## config.mk

```make
export PLATFORM = sky130hd
export DESIGN_NAME = i2c_target_regs
export DESIGN_NICKNAME = d
export VERILOG_FILES = /design/src/rtl/i2c_target_regs.sv
export SDC_FILE = /design/constraint.sdc
export NUM_CORES = 1
export LEC_CHECK = 0
export ABC_AREA = 0
export BUFFER_PORTS_ARGS = -buffer_cell sky130_fd_sc_hd__buf_2
export CAP_MARGIN = 0
export CORE_MARGIN = 2
export CORE_UTILIZATION = 56
export DETAILED_ROUTE_END_ITERATION = 12
export PLACE_DENSITY = 0.77
export REMOVE_ABC_BUFFERS = 1
export SYNTH_ARGS = -nofsm -noshare
export SYNTH_HDL_FRONTEND = slang
export SYNTH_SLANG_ARGS = --single-unit
```

## constraint.sdc

```tcl
create_clock -name clk -period 2.55 [get_ports clk]
set_input_delay 0.3825 -clock clk [delete_from_list [all_inputs] [get_ports clk]]
set_output_delay 0.3825 -clock clk [all_outputs]
set_load 0.05 [all_outputs]
```

## src/rtl/i2c_target_regs.sv

```systemverilog
// I2C target exposing NUM_REGS 8-bit registers behind an auto-incrementing pointer.
// Bus lines are oversampled by clk; SDA is only ever pulled low (open drain).
module i2c_target_regs #(
  parameter logic [6:0] DEV_ADDR = 7'h50,
  parameter int         NUM_REGS = 4
) (
  input  logic                        clk,
  input  logic                        reset,
  input  logic                        scl_in,
  input  logic                        sda_in,
  output logic                        sda_oe,
  output logic [8*NUM_REGS-1:0]       regs_o,
  output logic                        wr_pulse,
  output logic [$clog2(NUM_REGS)-1:0] wr_index,
  output logic                        busy
);

  localparam int IW = $clog2(NUM_REGS);

  typedef enum logic [3:0] {
    IDLE, ADDR, ADDR_ACK, PTR, PTR_ACK, WRITE, WRITE_ACK, READ, READ_ACK, IGNORE
  } state_t;

  logic          scl_sync1_reg, scl_sync2_reg, scl_prev_reg;
  logic          sda_sync1_reg, sda_sync2_reg, sda_prev_reg;
  state_t        state_reg, state_next;
  logic [2:0]    bit_cnt_reg, bit_cnt_next;
  logic [6:0]    shift_reg, shift_next;
  logic [6:0]    tx_reg, tx_next;
  logic [IW-1:0] ptr_reg, ptr_next;
  logic          rw_reg, rw_next;
  logic          ack_seen_reg, ack_seen_next;
  logic          sda_oe_reg, sda_oe_next;
  logic          busy_reg, busy_next;
  logic          wr_pulse_reg, wr_pulse_next;
  logic [IW-1:0] wr_index_reg, wr_index_next;
  logic          reg_we;
  logic [7:0]    regs_reg [NUM_REGS];

  logic       scl_rise, scl_fall, start_det, stop_det, byte_done;
  logic [7:0] rx_byte, rd_byte;

  assign scl_rise  = scl_sync2_reg & ~scl_prev_reg;
  assign scl_fall  = ~scl_sync2_reg & scl_prev_reg;
  // SCL must be high on both sides of the SDA edge so a simultaneous SCL fall is not a condition.
  assign start_det = scl_sync2_reg & scl_prev_reg & sda_prev_reg & ~sda_sync2_reg;
  assign stop_det  = scl_sync2_reg & scl_prev_reg & ~sda_prev_reg & sda_sync2_reg;
  assign rx_byte   = {shift_reg, sda_sync2_reg};
  assign byte_done = scl_rise && (bit_cnt_reg == 3'd7);
  assign rd_byte   = regs_reg[ptr_reg];

  always_ff @(posedge clk or posedge reset) begin
    if (reset) begin
      scl_sync1_reg <= 1'b1;
      scl_sync2_reg <= 1'b1;
      scl_prev_reg  <= 1'b1;
      sda_sync1_reg <= 1'b1;
      sda_sync2_reg <= 1'b1;
      sda_prev_reg  <= 1'b1;
      state_reg     <= IDLE;
      bit_cnt_reg   <= '0;
      shift_reg     <= '0;
      tx_reg        <= '0;
      ptr_reg       <= '0;
      rw_reg        <= 1'b0;
      ack_seen_reg  <= 1'b0;
      sda_oe_reg    <= 1'b0;
      busy_reg      <= 1'b0;
      wr_pulse_reg  <= 1'b0;
      wr_index_reg  <= '0;
    end else begin
      scl_sync1_reg <= scl_in;
      scl_sync2_reg <= scl_sync1_reg;
      scl_prev_reg  <= scl_sync2_reg;
      sda_sync1_reg <= sda_in;
      sda_sync2_reg <= sda_sync1_reg;
      sda_prev_reg  <= sda_sync2_reg;
      state_reg     <= state_next;
      bit_cnt_reg   <= bit_cnt_next;
      shift_reg     <= shift_next;
      tx_reg        <= tx_next;
      ptr_reg       <= ptr_next;
      rw_reg        <= rw_next;
      ack_seen_reg  <= ack_seen_next;
      sda_oe_reg    <= sda_oe_next;
      busy_reg      <= busy_next;
      wr_pulse_reg  <= wr_pulse_next;
      wr_index_reg  <= wr_index_next;
    end
  end

  always_ff @(posedge clk or posedge reset) begin
    if (reset) begin
      for (int i = 0; i < NUM_REGS; i++) begin
        regs_reg[i] <= '0;
      end
    end else if (reg_we) begin
      regs_reg[ptr_reg] <= rx_byte;
    end
  end

  always_comb begin
    state_next    = state_reg;
    bit_cnt_next  = bit_cnt_reg;
    shift_next    = shift_reg;
    tx_next       = tx_reg;
    ptr_next      = ptr_reg;
    rw_next       = rw_reg;
    ack_seen_next = ack_seen_reg;
    sda_oe_next   = sda_oe_reg;
    busy_next     = busy_reg;
    wr_pulse_next = 1'b0;
    wr_index_next = wr_index_reg;
    reg_we        = 1'b0;

    if (stop_det) begin
      state_next   = IDLE;
      bit_cnt_next = '0;
      sda_oe_next  = 1'b0;
      busy_next    = 1'b0;
    end else if (start_det) begin
      // Repeated START keeps the pointer so a set-pointer/read sequence works.
      state_next   = ADDR;
      bit_cnt_next = '0;
      sda_oe_next  = 1'b0;
      busy_next    = 1'b0;
    end else begin
      // The counter wraps 7 -> 0 at the end of each byte, ready for the next one.
      if (scl_rise && (state_reg inside {ADDR, PTR, WRITE, READ})) begin
        shift_next   = rx_byte[6:0];
        bit_cnt_next = bit_cnt_reg + 3'd1;
      end
      if (byte_done) begin
        ack_seen_next = 1'b0;
      end

      case (state_reg)
        ADDR: begin
          if (byte_done) begin
            if (rx_byte[7:1] == DEV_ADDR) begin
              state_next = ADDR_ACK;
              busy_next  = 1'b1;
              rw_next    = rx_byte[0];
            end else begin
              state_next = IGNORE;
            end
          end
        end
        PTR: begin
          if (byte_done) begin
            ptr_next   = rx_byte[IW-1:0];
            state_next = PTR_ACK;
          end
        end
        WRITE: begin
          if (byte_done) begin
            reg_we        = 1'b1;
            wr_pulse_next = 1'b1;
            wr_index_next = ptr_reg;
            ptr_next      = ptr_reg + IW'(1);
            state_next    = WRITE_ACK;
          end
        end
        ADDR_ACK, PTR_ACK, WRITE_ACK: begin
          // First SCL fall grabs SDA for the ACK; the fall after the 9th rise lets go.
          if (scl_rise) begin
            ack_seen_next = 1'b1;
          end else if (scl_fall) begin
            if (!ack_seen_reg) begin
              sda_oe_next = 1'b1;
            end else if (state_reg == ADDR_ACK && rw_reg) begin
              state_next  = READ;
              tx_next     = rd_byte[6:0];
              sda_oe_next = ~rd_byte[7];
            end else begin
              state_next  = (state_reg == ADDR_ACK) ? PTR : WRITE;
              sda_oe_next = 1'b0;
            end
          end
        end
        READ: begin
          if (byte_done) begin
            ptr_next   = ptr_reg + IW'(1);
            state_next = READ_ACK;
          end else if (scl_fall) begin
            sda_oe_next = ~tx_reg[6];
            tx_next     = {tx_reg[5:0], 1'b0};
          end
        end
        READ_ACK: begin
          if (scl_rise) begin
            if (!sda_sync2_reg) begin
              ack_seen_next = 1'b1;
            end else begin
              state_next = IGNORE;
            end
          end else if (scl_fall) begin
            if (ack_seen_reg) begin
              state_next  = READ;
              tx_next     = rd_byte[6:0];
              sda_oe_next = ~rd_byte[7];
            end else begin
              sda_oe_next = 1'b0;
            end
          end
        end
        default: begin
        end
      endcase
    end
  end

  genvar gi;
  generate
    for (gi = 0; gi < NUM_REGS; gi++) begin : g_regs_out
      assign regs_o[8*gi +: 8] = regs_reg[gi];
    end
  endgenerate

  assign sda_oe   = sda_oe_reg;
  assign busy     = busy_reg;
  assign wr_pulse = wr_pulse_reg;
  assign wr_index = wr_index_reg;

endmodule

```

# After elaboration in Yosys (flattened, before gate mapping)
# Cells that the tools add are included.
# classes
addsub	2
magnitude_cmp	2
n_eq_ne	35
n_mux	65
n_bitwise	16
reduce_logical	24
# ops
operator	n
$mux 7	9
$mux 4	14
$ne 4x4->1 const B	11
$bwmux 32	1
$mux 1	24
$mux 8	3
$pmux 4 s6	1
$pmux 7 s3	1
$ne 2x2->1 const B	10
$bmux 8 s2	1
$demux 8 s2	1
$eq 4x3->1 const B	4
$mux 3	5
$ne 5x5->1 const B	3
$reduce_bool 3->1	5
$reduce_and 12->1	1
$reduce_and 11->1	1
$reduce_and 5->1	2
$eq 4x2->1 const B	2
$not 1->1	8
$reduce_bool 8->1	1
$and 1x1->1	7
$eq 7x7->1 const B	1
$reduce_and 7->1	1
22 further kinds	27
# word_totals
register_bits	68
inputBits	4
out_inout_bits	37
word_cells	165

# Depth between registers and ports, before layout
# depth
word_depth	12
depth_mapped	9
ltp_nobuf	7

# Worst setup path before layout
# OpenSTA, ideal clock, no wires.
# synth_timing
path_type	register -> register
start	reg scl_sync2_reg
end	reg rw_reg
setup_time_ps	125
t_arrival_ps	2095
required_time_ps	2425
slack_ps	330
stages_incl_launch_ff	7
n_path_buf	1
synth_period_minus_slack_ps	2220
path_cell_list	dfstp_2 -> ha_1 -> buf_4 -> nand2_1 -> a2111oi_2 -> nor4b_1 -> mux2_2
# synth_via
elab_chain_cells	5
elab_cells_between_ends	10
cone_classes	8 x bitwise; 2 x reduce/logical
# synth_rtl
element	line	text
start: declaration	24	logic scl_sync1_reg, scl_sync2_reg, scl_prev_reg;
start signal: assignment	73	scl_sync2_reg <= scl_sync1_reg;
$and 1x1->1	46, 47	
$and 1x1->1 (on tied branches) (2 in series)	47, 46	
$not 1->1 (no source line)	n/a	
$reduce_and 5->1 (no source line) (*)	n/a	
end signal: assignment	83	rw_reg <= rw_next;
end: declaration	31	logic rw_reg, rw_next;
# Every way passes the cells marked *; elsewhere a longest branch is shown, timed or not.
# A chain may end at the register's enable or synchronous reset.

# Worst setup path in the final report
# Ends and elaborated chain as after synthesis.

==> results.md <==
* Status: finished clean
* Most frequent cell after synthesis: dfrtp_1
* Slew Limit Fails at 0
* Synth Register Bits at 68
* Syn avg cell area at ~13 µm²
* Core footprint at 5890 µm²
* Via/cell ratio at between 5 and 6
* Vias at roughly 2300
* Synthesis-to-finish area growth at 16.0%
* Post-synthesis cell area at approximately 3400 µm²
* Synth warn at 0
* Clock-pin slew on the worst setup and hold paths at roughly 0.08 ns
* Post-Route WL at 7.09 mm
* Top cells by count, synth: dfrtp_1, mux2_2, nand2_1
* Final GP Congestion at 0.964
* Final hold vios at 0
* Clk_lat worst skew at between 0.3 and 0.4 ns
* Diodes inserted at 0
* Largest cells by area after synthesis: dfrtp_1, mux2_2, mux4_2
* TritonCTS clock tree: done
* Post-synthesis async set-or-reset flop share at 1.00
* Fin worst setup slack at roughly 0.2 ns
* Initial core utilization at 0.574
* Worst setup EP type: flop
* CP Launch Type: flop
* Die Wd at 81.7 µm
* # setup viols final at 0
* Slowest cell on crit path: dfstp_2
* Row count at 28
* Cell family with most CP delay: simple AND/OR/NAND/NOR gates
* Area leader, netlist: dfrtp_1
* Routed Antenna Nets at 0
* First-pass GRT wire length at approximately 11 mm
* Final TNS setup at 0 ns
* CP Class: flop to flop
* Sink Count at 68
* Total grt overflow at 0
* Max-slew headroom at 0.647
* Post-Place Cells at roughly 380
* GRT Total Usage at 0.234
* Die area at 6670 µm²
* Leak pwr at just under 2 nW
* Bufs and invs on worst path at 0
* Final Util at 0.666
* Worst Tran Pin Value at 0.530 ns
* DP Area at about 3700 µm²
* 1st-pass router iterations at 4
* Final Critical Period at between 2 and 2.5 ns
* Mean routed wirelength per cell at roughly 18 µm
* Detailed Place HPWL at between 4 and 5 mm
* Largest net degree at the start of global routing at 55
* CTS buffer count at 9
* Critical path arrival at between 2 and 3 ns
* Final Cycle Share at 0.922
* Worst Clk Skew at ~0.012 ns
* Vias in the first global route at ~2200
* CP required at roughly 2.8 ns
* Initial DRC Count at between 200 and 250
* Fin cells at between 400 and 500
* P per Cell Area at ~760 nW/µm²
* Post-route cell area at 3920 µm²
* Prevailing post-synth register cell: dfrtp_1
* Seq/Total Area, Yosys at 0.506
* CTS H-tree lvls at 3
* Hold/Removal Path Class: input port to flop
* Max reg flops at 32
* Worst-path fanout max at 7
* # port buffers at 40
* Top-level I/O count at 41
* Post-synth EDFFs at 0
* Initial antenna violation count at 0
* Share of cells above drive strength 1 at 0.445
* Cells after Synth at 270
* DRC at 0
* Max Fclk at around 0.43 GHz
* RSZ-0062 raised after global routing: no
* Clock Path Buffers at 2
* Synth cell types at 49
* Peak supply drop at 542 µV
* Die Y at 81.7 µm
* Worst slack, placed at about 0.2 ns
* Slowest cell delay on critical path at approximately 0.56 ns
* Max cap viols at 0
* Crit-path cells: ha_1, nand2_1, a2111oi_2, nor4b_1, mux2_2
* Yosys top cell area share at 0.459
* Net count, final at 334
* CTS root buf: clkbuf_8
==> cell families after synthesis <==
kind of cell,synth area share
DFF,0.506
muxes,0.242
and+or+nand+nor,0.100
AOI/OAI and AO/OA,0.0767
buffers and inverters,0.0367
adders and majority gates,0.0333
xor gates and xnor gates,0.00519
==> layout by cell type, fill, tap and decap left out, types with 2 or more instances in the layout <==
| master | netlist | layout |
|---|---|---|
| a21o_1 | 2 | 2 |
| a21oi_1 | 8 | 8 |
| a31oi_1 | 2 | 2 |
| a32o_1 | 2 | 2 |
| and2_1 | 2 | 2 |
| buf_2 | 6 | 40 |
| buf_4 | 2 | 13 |
| clkbuf_8 | 0 | 9 |
| clkinv_2 | 0 | 2 |
| clkinv_4 | 0 | 2 |
| dfrtp_1 | 62 | 62 |
| dfstp_2 | 6 | 6 |
| ha_1 | 9 | 9 |
| inv_1 | 12 | 11 |
| inv_6 | 0 | 2 |
| mux2_2 | 54 | 54 |
| mux2i_1 | 3 | 3 |
| mux4_2 | 8 | 8 |
| nand2_1 | 16 | 16 |
| nand2_2 | 2 | 2 |
| nand2b_1 | 2 | 2 |
| nand3_1 | 4 | 4 |
| nor2_1 | 12 | 12 |
| nor2b_1 | 4 | 4 |
| nor3_1 | 3 | 3 |
| nor4b_1 | 2 | 2 |
| o21ai_0 | 10 | 10 |
| o22ai_1 | 5 | 5 |
| or3_1 | 3 | 3 |
| xor2_1 | 2 | 2 |
==> path summary, 6_finish.rpt <==
check                           depth (start not counted)          start             to  slack (ns)
worst min-delay path                                    1         sda_in  sda_sync1_reg        0.13
min in group asynchronous                               3          reset         rw_reg        0.54
worst min register to register                          0  sda_sync1_reg  sda_sync2_reg        0.36
max in group asynchronous                               4          reset     regs_o[20]        1.42
worst max-delay path                                    5  scl_sync2_reg         rw_reg        0.20
worst max register to register                          5  scl_sync2_reg         rw_reg        0.20
==> metrics by stage <==
step / total power [mW] / hold WS [ns]
after global routing: 3.14 / 0.109
final: 2.97 / 0.131
after CTS: 2.98 / 0.125
after global placement: 2.07 / 0.346
after detailed placement: 2.09 / 0.349
after floorplan: 1.85 / 0.345
==> timing repair <==
action / 4_1_cts / 5_1_grt
hold buffers: 1 / 0
gates resized for setup: 0 / 0
hold endpoints to repair: 8 / 0
buffers inserted: 0 / 0
==> metal layers <==
layer,track usage,routed length (µm),vias to the layer above
met4,0.0733,89,0
met3,0.0670,523,7
met2,0.325,3250,85
li1,-,-,1078
met5,0,0,-
met1,0.356,3230,1150
==> power by group <==
group,internal [mW],total [mW],switching (mW)
logic,0.323,0.678,0.355
registers,1.19,1.40,0.206
clock network,0.458,0.897,0.439
total,1.97,2.97,1.00
==> worst register-to-register path, stage by stage (launching register included) <==
cell and delay, ns:
dfstp_2 0.56, ha_1 0.28, nand2_1 0.19, a2111oi_2 0.42, nor4b_1 0.42, mux2_2 0.39
==> layout make-up <==
type                    instances  area (µm²)
clock buffers                   9         124
clock inverters                 7        75.1
fillers                       424        1970
inverters                      12        45.0
multi-input cells             175        1550
flip-flops and latches         68        1710
well taps                      75        93.8
repair buffers                 55         328
(Power assumes the default switching activity.)
